===== src/rtl/cacheline_adapter.sv =====
// cacheline_adapter
//   Responder for the cache's downward-facing port (dfp). It takes one
//   256-bit line read or write at a time and runs it as a BEATS-long burst
//   on the burst memory port (bmem).
//   - Reads: the beats are assembled into a line buffer. The finished line
//     is copied into dfp_rdata when the last beat arrives, and dfp_resp
//     then pulses for one cycle.
//   - Writes: the latched line is sent as consecutive beats. Beat 0 waits
//     for bmem_ready. The remaining beats follow back to back.
// Ports
//   clk, rst (async, active-low)
//   dfp_addr/dfp_read/dfp_write/dfp_wdata : line request from the cache
//   dfp_rdata/dfp_resp                    : read line and completion pulse
//   bmem_addr/bmem_read/bmem_write/bmem_wdata : burst command and write beats
//   bmem_ready/bmem_rdata/bmem_rvalid     : burst accept and read beats
module cacheline_adapter #(
  parameter int BURST_W = 64
) (
  input  logic               clk,
  input  logic               rst,
  input  logic [31:0]        dfp_addr,
  input  logic               dfp_read,
  input  logic               dfp_write,
  input  logic [255:0]       dfp_wdata,
  output logic [255:0]       dfp_rdata,
  output logic               dfp_resp,
  output logic [31:0]        bmem_addr,
  output logic               bmem_read,
  output logic               bmem_write,
  output logic [BURST_W-1:0] bmem_wdata,
  input  logic               bmem_ready,
  input  logic [BURST_W-1:0] bmem_rdata,
  input  logic               bmem_rvalid
);

  localparam int LINE_W = 256;
  localparam int BEATS  = LINE_W / BURST_W;
  localparam int CNT_W  = (BEATS > 1) ? $clog2(BEATS) : 1;
  localparam logic [CNT_W-1:0] LAST = CNT_W'(BEATS - 1);

  typedef enum logic [2:0] {
    IDLE,
    RD_REQ,
    RD_WAIT,
    WR_BURST,
    RESP
  } state_t;

  state_t             state, state_next;
  logic [CNT_W-1:0]   cnt;
  logic [31:5]        line_addr;
  logic [LINE_W-1:0]  line_buf;
  logic [LINE_W-1:0]  line_merged;
  logic               wr_adv;
  logic               unused_addr_lsb;

  assign unused_addr_lsb = ^dfp_addr[4:0];

  // Beat 0 waits for bmem_ready. Later beats advance every cycle.
  assign wr_adv = (cnt != '0) || bmem_ready;

  // The line buffer with the incoming read beat in place. It feeds both the
  // buffer and dfp_rdata, so the last beat lands in dfp_rdata in one step.
  always_comb begin
    line_merged = line_buf;
    line_merged[cnt*BURST_W +: BURST_W] = bmem_rdata;
  end

  always_ff @(posedge clk or negedge rst) begin
    if (!rst) state <= IDLE;
    else      state <= state_next;
  end

  always_comb begin
    state_next = state;
    unique case (state)
      IDLE: begin
        if (dfp_write)     state_next = WR_BURST;
        else if (dfp_read) state_next = RD_REQ;
      end
      RD_REQ:   if (bmem_ready) state_next = RD_WAIT;
      RD_WAIT:  if (bmem_rvalid && cnt == LAST) state_next = RESP;
      WR_BURST: if (wr_adv && cnt == LAST) state_next = RESP;
      RESP:     state_next = IDLE;
      default:  state_next = IDLE;
    endcase
  end

  always_ff @(posedge clk or negedge rst) begin
    if (!rst) begin
      cnt       <= '0;
      line_addr <= '0;
      line_buf  <= '0;
      dfp_rdata <= '0;
    end else begin
      unique case (state)
        IDLE: begin
          if (dfp_write) begin
            line_addr <= dfp_addr[31:5];
            line_buf  <= dfp_wdata;
            cnt       <= '0;
          end else if (dfp_read) begin
            line_addr <= dfp_addr[31:5];
            cnt       <= '0;
          end
        end
        RD_WAIT: begin
          if (bmem_rvalid) begin
            line_buf <= line_merged;
            cnt      <= cnt + 1'b1;
            // dfp_rdata changes only when a read completes.
            // A partial or aborted read leaves it untouched.
            if (cnt == LAST) dfp_rdata <= line_merged;
          end
        end
        WR_BURST: if (wr_adv) cnt <= cnt + 1'b1;
        default: ;
      endcase
    end
  end

  always_comb begin
    bmem_read  = (state == RD_REQ);
    bmem_write = (state == WR_BURST);
    dfp_resp   = (state == RESP);
    bmem_addr  = '0;
    bmem_wdata = '0;
    if (state == RD_REQ || state == RD_WAIT || state == WR_BURST)
      bmem_addr = {line_addr, 5'b0};
    if (state == WR_BURST)
      bmem_wdata = line_buf[cnt*BURST_W +: BURST_W];
  end

endmodule


===== config.mk =====
export PLATFORM = sky130hd
export DESIGN_NAME = cacheline_adapter
export DESIGN_NICKNAME = d
export VERILOG_FILES = /design/src/rtl/cacheline_adapter.sv
export SDC_FILE = /design/constraint.sdc
export NUM_CORES = 1
export LEC_CHECK = 0
export ABC_AREA = 1
export ABC_CLOCK_PERIOD_IN_PS = 3400
export CAP_MARGIN = 20
export CORE_AREA = 2 2 280 282
export DETAILED_ROUTE_END_ITERATION = 8
export DIE_AREA = 0 0 282 284
export DONT_BUFFER_PORTS = 1
export GPL_ROUTABILITY_DRIVEN = 0
export PLACE_DENSITY = 0.51
export SLEW_MARGIN = 25
export SYNTH_ARGS = -nofsm -noshare
export SYNTH_HDL_FRONTEND = slang
export SYNTH_SLANG_ARGS = --single-unit

===== constraint.sdc =====
create_clock -name clk -period 3.4 [get_ports clk]
set_input_delay 0.34 -clock clk [delete_from_list [all_inputs] [get_ports clk]]
set_output_delay 0.34 -clock clk [all_outputs]
set_load 0.005 [all_outputs]

Yosys cells after proc, flatten, opt, wreduce, memory -nomap -nowiden
Index checks and enable logic that the tools add are counted.

word-level totals
  output and inout port bits = 355
  input bits = 358
  word-level logic and storage cells = 56
  register bits = 544

operators by class
  shifts and indexed selects = 3
  equal/unequal tests = 12
  $add $sub $neg = 2
  muxes and demuxes = 19
  reductions and logical operators = 15

operators with widths
  kind                                                                        count
  256-bit 2-to-1 mux                                                          2
  256-bit one-hot mux with 2 select lines                                     1
  256-bit bitwise mux                                                         1
  64-bit by 34-bit variable shift with 256-bit output (first input constant)  1
  256-bit by 9-bit indexed part select with 64-bit output                     1
  64-bit by 34-bit indexed part select with 256-bit output                    1
  64-bit 2-to-1 mux                                                           1
  27-bit 2-to-1 mux                                                           2
  8-bit negator with 34-bit output                                            1
  32-bit 2-to-1 mux                                                           1
  3-bit 2-to-1 mux                                                            5
  3-bit one-hot mux with 4 select lines                                       1
  2-bit 2-to-1 mux                                                            4
  4-bit AND reduction                                                         2
  3-bit by 2-bit == test with 1-bit output (second input constant)            2
  2-bit by 1-bit inequality test with 1-bit output (second input constant)    3
  2-bit inequality test (second input constant)                               3
  2-bit one-hot mux with 3 select lines                                       1
  3-bit AND reduction                                                         2
  2-bit nonzero test                                                          3
  3-bit by 1-bit == test with 1-bit output (second input constant)            1
  3-bit == test (second input constant)                                       1
  3-bit logical NOT                                                           1
  1-bit logical OR                                                            3
  6 further kinds                                                             7

Logic depth before layout (Yosys ltp)
Gate-level depths: netlist (run 1).

  depth in word-level cells = 5
  depth in mapped cells = 14
  gate-level depth less buffers = 9

Worst setup path before layout (run 1)
Ideal clock, no wire load.

  kind = register -> register
  start point = register cnt[0]
  end point = register line_buf[195]
  setup time = 0.065 ns
  setup slack = 0.866 ns
  data required time = 3.335 ns
  clock period less this slack = 2.534 ns
  stages on the path, launching flop included = 13
  arrival = 2.469 ns
  buffers on the path = 5
  path through = dfrtp_1 > clkbuf_1 > inv_2 > buf_2 > clkbuf_1 > buf_2 > ha_1 > nor2_1 > clkbuf_1 > nand3_1 > nand3_1 > nand3_1 > nand2_1

between the ends
  word-level cells in the longest chain between the ends = 5
  elaborated cells between the ends (all ways) = 6
  classes of those cells = 1 x add/sub; 2 x shift; 3 x mux

RTL lines
  what                                                                                                                                    RTL line  RTL
  start, declared                                                                                                                         50        logic [CNT_W-1:0] cnt;
  start signal, assigned                                                                                                                  110       cnt <= cnt + 1'b1;
  start signal, assigned                                                                                                                  116       WR_BURST: if (wr_adv) cnt <= cnt + 1'b1;
  8-bit negator with 34-bit output (*)                                                                                                    66        line_merged[cnt*BURST_W +: BURST_W] = bmem_rdata;
  64-bit by 34-bit indexed part select with 256-bit output / 64-bit by 34-bit variable shift with 256-bit output (equally long branches)  66
  256-bit bitwise mux (*)                                                                                                                 66
  256-bit 2-to-1 mux (*)                                                                                                                  108       if (bmem_rvalid) begin
  256-bit one-hot mux with 2 select lines (*)                                                                                             96        unique case (state)
  end signal, assigned                                                                                                                    100       line_buf <= dfp_wdata;
  end signal, assigned                                                                                                                    109       line_buf <= line_merged;
  end, declared                                                                                                                           52        logic [LINE_W-1:0] line_buf;

Mark *: on every way between the ends. The rest lies on a longest branch, timed or not. The select of a mux whose other input is x is not followed.
A chain may end at the register's enable or synchronous reset.

Worst setup path in the final report (run 1)
  start point = register cnt[0]
  end point = output port bmem_wdata[13]

between the ends
  word-level cells in the longest chain between the ends = 2

RTL lines
  what                                                     RTL line  RTL
  256-bit by 9-bit indexed part select with 64-bit output  131       bmem_wdata = line_buf[cnt*BURST_W +: BURST_W];
  64-bit 2-to-1 mux                                        130       if (state == WR_BURST)
  end, declared                                            30        output logic [BURST_W-1:0] bmem_wdata,

Every way passes these cells.

==> flow_metrics.env, run 1 <==
export IMPL_synth_area_sq_um=30120
export IMPL_net_switching_power_mw=16.84
export IMPL_setup_viol=0
export IMPL_grt_overflow=0
export IMPL_critPathRequiredTime_ps=3060
export IMPL_avgViaCountPerCell=5.457
export IMPL_hpwl_um=77210
export IMPL_pwr_share_clk_pct=20.6
export IMPL_grt_pass1_vias=28550
export IMPL_drc=0
export IMPL_final_common_cell="nand2_1"
export IMPL_rsz0062_at_grt="no"
export IMPL_path_clk_slew_ps=60
export IMPL_die_y_um=284
export IMPL_post_drt_wl_per_cell_um=22.82
export IMPL_max_freq_mhz=316.6
export IMPL_startpoint="cnt[0]"
export IMPL_powerDensity_nw_per_um2=988.4
export IMPL_ys_warn_count=0
export IMPL_whs_ps=28.85
export IMPL_port_buffers=0
export IMPL_worstReg2RegStart="cnt[1]"
export IMPL_antenna_left=0
export IMPL_r2r_end="line_buf[103]"
export IMPL_routed_wl_um=123900
export IMPL_dr_first_iter_drc_count=2570
export IMPL_drv_cap=0
export IMPL_yosys_top_cells_area="dfrtp_1, nand2_1, nand3_1"
export IMPL_pin_count=713
export IMPL_vias=29620
export IMPL_clockBufferDepth=3
export IMPL_power_mw=35.36
export IMPL_yosysTopAreaCell="dfrtp_1"
export IMPL_grt_total_usage_pct=30.10
export IMPL_grt_antenna_before_repair=6
export IMPL_die_w_um=282
export IMPL_fin_nets=4700
export IMPL_status="completed"
export IMPL_cts_tree="yes"
export IMPL_final_hold_viol_count=0
export IMPL_regToRegSetupSlack_ps=400
export IMPL_hp_class="in2reg"
export IMPL_power_switching_share_pct=47.61
export IMPL_drtPass1Iterations=6
export IMPL_worstMarginPinSlew_ps=1253
export IMPL_syn_mean_instance_area_sq_um=7.094
export IMPL_critPathMaxFanout=82
export IMPL_critPathCapture="bmem_wdata[13]"
export IMPL_die_area_sq_um=80090
export IMPL_synth_top_area_share_pct=45.20
export IMPL_area_delta_synth_final_pct=18.80
export IMPL_clkSinkCount=544
export IMPL_pwr_share_seq_pct=32.6
export IMPL_finalCritPeriodShare_pct=92.90
export IMPL_final_area_sq_um=35780
export IMPL_finClkSkew_ps=25.36
export IMPL_core_sq_um=76960
export IMPL_maxSlewHeadroom_pct=16.44
export IMPL_whs_path_depth=4
export IMPL_p_leak_nw=17.80
export IMPL_yosysUniqueCellTypes=26
export IMPL_grt_max_degree=545
export IMPL_cts_htree_levels=3
export IMPL_ys_ff_latch=544
export IMPL_synthCells=4245
export IMPL_post_dp_cell_area_sq_um=30870
export IMPL_post_route_min_period_ps=3159
export IMPL_cts_root_buf="clkbuf_16"
export IMPL_cp_end_kind="output pin"
export IMPL_worstSetupPathType="reg2out"
export IMPL_ys_seq_area_share_pct=45.20
export IMPL_cts_resized_gates=0
export IMPL_rows=102
export IMPL_final_cell_mix="nand2_1, nor2_1, nand3_1"
export IMPL_drive_gt1_share_pct=8.962
export IMPL_reg2regPathDepth=8
export IMPL_numCtsBuffers=66
export IMPL_start_util_pct=39.13
export IMPL_internal_power_mw=18.53
export IMPL_p_comb_share_pct=46.8
export IMPL_arrival_ps=2820
export IMPL_grt_pass1_wl_um=183600
export IMPL_slew_viol_final=0
export IMPL_fin_setup_tns_ps=0
export IMPL_peakVddDrop_uv=689.9
export IMPL_clk_latency_ps=600
export IMPL_cp_start_kind="register"
==> how the worst min path moves through the flow <==
stage	slack [ps]	startpoint	endpoint
2_1_floorplan	40	rst	cnt[0]
3_3_place_gp	60	rst	dfp_rdata[9]
3_5_place_dp	60	rst	line_buf[9]
4_1_cts	-580	rst	dfp_rdata[195]
5_1_grt	20	dfp_wdata[20]	line_buf[20]
6_report	30	bmem_rdata[25]	dfp_rdata[25]
==> worst max-delay path: stages, from the launching register on <==
cell     delay (ps)
dfrtp_4         520
buf_4           760
nor2_1          120
nor2_1          120
o21ai_0          90
a21oi_1         440
==> cell usage after synthesis, drive strengths merged <==
| library cell | instances |
|---|---|
| a21oi | 93 |
| a31oi | 256 |
| buf | 204 |
| clkbuf | 112 |
| conb | 1 |
| dfrtp | 544 |
| ha | 6 |
| inv | 301 |
| nand2 | 1044 |
| nand3 | 645 |
| nand3b | 2 |
| nand4 | 1 |
| nor2 | 712 |
| nor3 | 1 |
| o211ai | 1 |
| o21ai | 130 |
| or2 | 192 |
==> layout make-up <==
| cell class | count | area [sq um] |
|---|---|---|
| tap | 1040 | 1301 |
| multi-input combinational | 3088 | 13990 |
| inverter | 301 | 1136 |
| sequential | 544 | 13620 |
| antenna | 4 | 10.01 |
| clock buffer | 103 | 2056 |
| timing repair buffer | 335 | 3531 |
| fill | 7906 | 41180 |
| clock inverter | 14 | 135.1 |
==> stage by stage <==
stage | worst slack, ps | cells | util (%)
floorplan | 866.3 | 4249 | -
global placement | 448.4 | 5045 | 40.12
detailed placement | 481.4 | 5045 | 40.12
CTS | 215.7 | 5420 | 46.32
global route | 145.9 | 5429 | 46.49
finish | 241.3 | 5429 | 46.49
==> power groups by stage <==
| stage | logic, mW | registers (mW) | clock network [mW] |
|---|---|---|---|
| 2_1_floorplan | 11.4 | 10.6 | 0 |
| 5_1_grt | 18.5 | 11.8 | 7.66 |
| 3_5_place_dp | 16.1 | 11.6 | 0 |
| 3_3_place_gp | 16.0 | 11.6 | 0 |
| 4_1_cts | 16.4 | 11.5 | 7.41 |
| 6_report | 16.6 | 11.5 | 7.28 |
==> metal layers <==
metal	vias to the layer above	track usage, %	routed length [um]
met3	265	6.603	9916
met5	-	0	27
li1	13880	-	-
met1	14260	39.19	50890
met2	1220	48.32	58040
met4	4	12.21	4995
==> logic make-up after synthesis <==
| kind of cell | share of synthesized area, % |
|---|---|
| fa+ha+maj | 0.2493 |
| flops | 45.20 |
| buf+inv | 8.675 |
| compound gates | 9.049 |
| simple gates | 36.81 |
| other cells | 0.01245 |
==> repair_timing <==
action	4_1_cts	5_1_grt
endpoints found under the hold margin	825	298
hold buffers	258	2
setup buffers	0	0
==> flip-flops by register name, indices dropped and copies added (netlist names) <==
register,flops
state,3
line_buf,256
cnt,2
line_addr,27
dfp_rdata,256
Note: power is estimated with default switching activity, not from simulation.
==> run 2, diff against run 1 <==
--- a/config.mk
+++ b/config.mk
@@ -9,11 +9,13 @@
 export ABC_CLOCK_PERIOD_IN_PS = 3400
 export CAP_MARGIN = 20
 export CORE_AREA = 2 2 280 282
+export CTS_BUF_LIST = sky130_fd_sc_hd__clkbuf_16
 export DETAILED_ROUTE_END_ITERATION = 8
 export DIE_AREA = 0 0 282 284
 export DONT_BUFFER_PORTS = 1
 export GPL_ROUTABILITY_DRIVEN = 0
 export PLACE_DENSITY = 0.51
+export REMOVE_ABC_BUFFERS = 1
 export SLEW_MARGIN = 25
 export SYNTH_ARGS = -nofsm -noshare
 export SYNTH_HDL_FRONTEND = slang
==> constraint.sdc (replaced) <==
create_clock -name clk -period 3.4 [get_ports clk]
set_input_delay 0.68 -clock clk [delete_from_list [all_inputs] [get_ports clk]]
set_output_delay 0.68 -clock clk [all_outputs]
set_load 0.005 [all_outputs]
==> run 2 against run 1 <==
  * Critical path depth increased by 1
  * Final area decreased by 7.4%
  * Largest power group unchanged
  * Highest routed layer unchanged
  * The flow now finishes with violations (hold timing, slew limit)
  * Maximum frequency decreased by 3.2%
==> flow_metrics.env, run 2 (synthesized netlist as in run 1, its figures left out) <==
export IMPL_hp_class="in2async"
export IMPL_grt_total_usage_pct=29.47
export IMPL_routed_wl_um=121700
export IMPL_drc=0
export IMPL_cp_start_kind="register"
export IMPL_peakVddDrop_uv=1093
export IMPL_worstMarginPinSlew_ps=1637
export IMPL_port_buffers=0
export IMPL_die_y_um=284
export IMPL_finClkSkew_ps=26.53
export IMPL_violations="hold timing, slew limit"
export IMPL_whs_ps=-241.2
export IMPL_core_sq_um=76960
export IMPL_cts_root_buf="clkbuf_16"
export IMPL_start_util_pct=39.13
export IMPL_hpwl_um=72630
export IMPL_grt_pass1_wl_um=178100
export IMPL_die_w_um=282
export IMPL_numPlacedInstances=5031
export IMPL_clk_latency_ps=610
export IMPL_grt_antenna_before_repair=29
export IMPL_startpoint="cnt[1]"
export IMPL_grt_pass1_vias=26800
export IMPL_drtPass1Iterations=6
export IMPL_critPathMaxFanout=19
export IMPL_slew_viol_final=109
export IMPL_final_util_pct=43.06
export IMPL_instances_no_fill=5168
export IMPL_post_drt_wl_per_cell_um=23.55
export IMPL_numCtsBuffers=67
export IMPL_finalCritPeriodShare_pct=95.98
export IMPL_maxSlewHeadroom_pct=-9.118
export IMPL_antenna_left=0
export IMPL_critPathRequiredTime_ps=2720
export IMPL_power_mw=35.23
export IMPL_area_delta_synth_final_pct=10.04
export IMPL_regToRegSetupSlack_ps=490
export IMPL_cp_end_kind="output pin"
export IMPL_final_cell_mix="nand2_1, nor2_1, nand3_1"
export IMPL_clkSinkCount=544
export IMPL_path_clk_slew_ps=60
export IMPL_setup_viol=0
export IMPL_drv_cap=0
export IMPL_rsz0062_at_grt="no"
export IMPL_final_common_cell="nand2_1"
export IMPL_grt_max_degree=545
export IMPL_fin_nets=4426
export IMPL_worstSetupPathType="reg2out"
export IMPL_max_freq_mhz=306.4
export IMPL_rows=102
export IMPL_drive_gt1_share_pct=9.020
export IMPL_vias=28390
export IMPL_fin_setup_tns_ps=0
export IMPL_grt_overflow=0
export IMPL_die_area_sq_um=80090
export IMPL_cts_tree="yes"
export IMPL_arrival_ps=2580
export IMPL_final_hold_viol_count=324
export IMPL_dr_first_iter_drc_count=2444
export IMPL_status="finished, violations left"
export IMPL_pin_count=713
export IMPL_p_leak_nw=16.71
export IMPL_top_regs="dfp_rdata (256), line_buf (256), line_addr (27)"
export IMPL_clockBufferDepth=3
export IMPL_avgViaCountPerCell=5.494
export IMPL_worstReg2RegStart="cnt[0]"
export IMPL_post_route_min_period_ps=3263
export IMPL_powerDensity_nw_per_um2=1063
export IMPL_cts_htree_levels=3
[run 2: cell count changes in the layout (fill, tap and decap cells not counted), sizes merged, moves of 6 or more]
cell,change
dlygate4sd3,-259
clkbuf,-33
buf,-17
clkinv,+17
inv,+13
diode,+11
bufinv,+6
[run 2: area by class of cell]
cell class / count / area [sq um]
inverters: 301 / 1140
multi-input cells: 3088 / 13990
diodes: 15 / 37.54
fillers: 8096 / 43820
clock buffers: 70 / 1752
well taps: 1040 / 1301
flip-flops and latches: 544 / 13620
repair buffers: 60 / 835.8
clock inverters: 50 / 460.4
[run 2: per-stage QoR]
step | instance area, sq um | setup slack [ps]
detailed placement | 30820 | 457.5
global route | 33130 | 58.20
finish | 33140 | 136.6
global placement | 30800 | 461.4
floorplan | 28650 | -8669
CTS | 33080 | 68.93
[run 2: path summary, 6_finish.rpt]
kind,cells past startpoint,end
max,6,bmem_wdata[52]
min,0,line_addr[26]
max reg2reg,10,line_buf[35]
min reg2reg,2,line_buf[244]
max in group asynchronous,0,line_buf[216]
min in group clk,2,line_addr[26]
[run 2: power breakdown]
part | switching [mW] | internal [mW]
Sequential | 2.38 | 9.16
Clock | 3.07 | 4.34
Combinational | 11.4 | 4.91
Total | 16.8 | 18.4
[run 2: timing repair]
action / CTS / global route
resized for setup: 1 / 2
hold endpoints to repair: 544 / 544
setup endpoints to repair: 1 / 3
buffers inserted: 0 / 1
gates cloned: 1 / 0
[run 2: metal layers]
metal	vias to the layer above	routed length, um	track usage [%]
met5	-	129	0
met4	20	4538	11.68
met1	13530	48650	37.25
met3	290	10960	7.830
li1	13350	-	-
met2	1196	57450	47.73
[run 2: critical path, stage by stage, from the launching register on]
cell and delay (ps):
dfrtp_4 580, clkinv_2 170, buf_4 230, buf_4 270, nor2_1 200, o21ai_0 120
a21oi_1 390
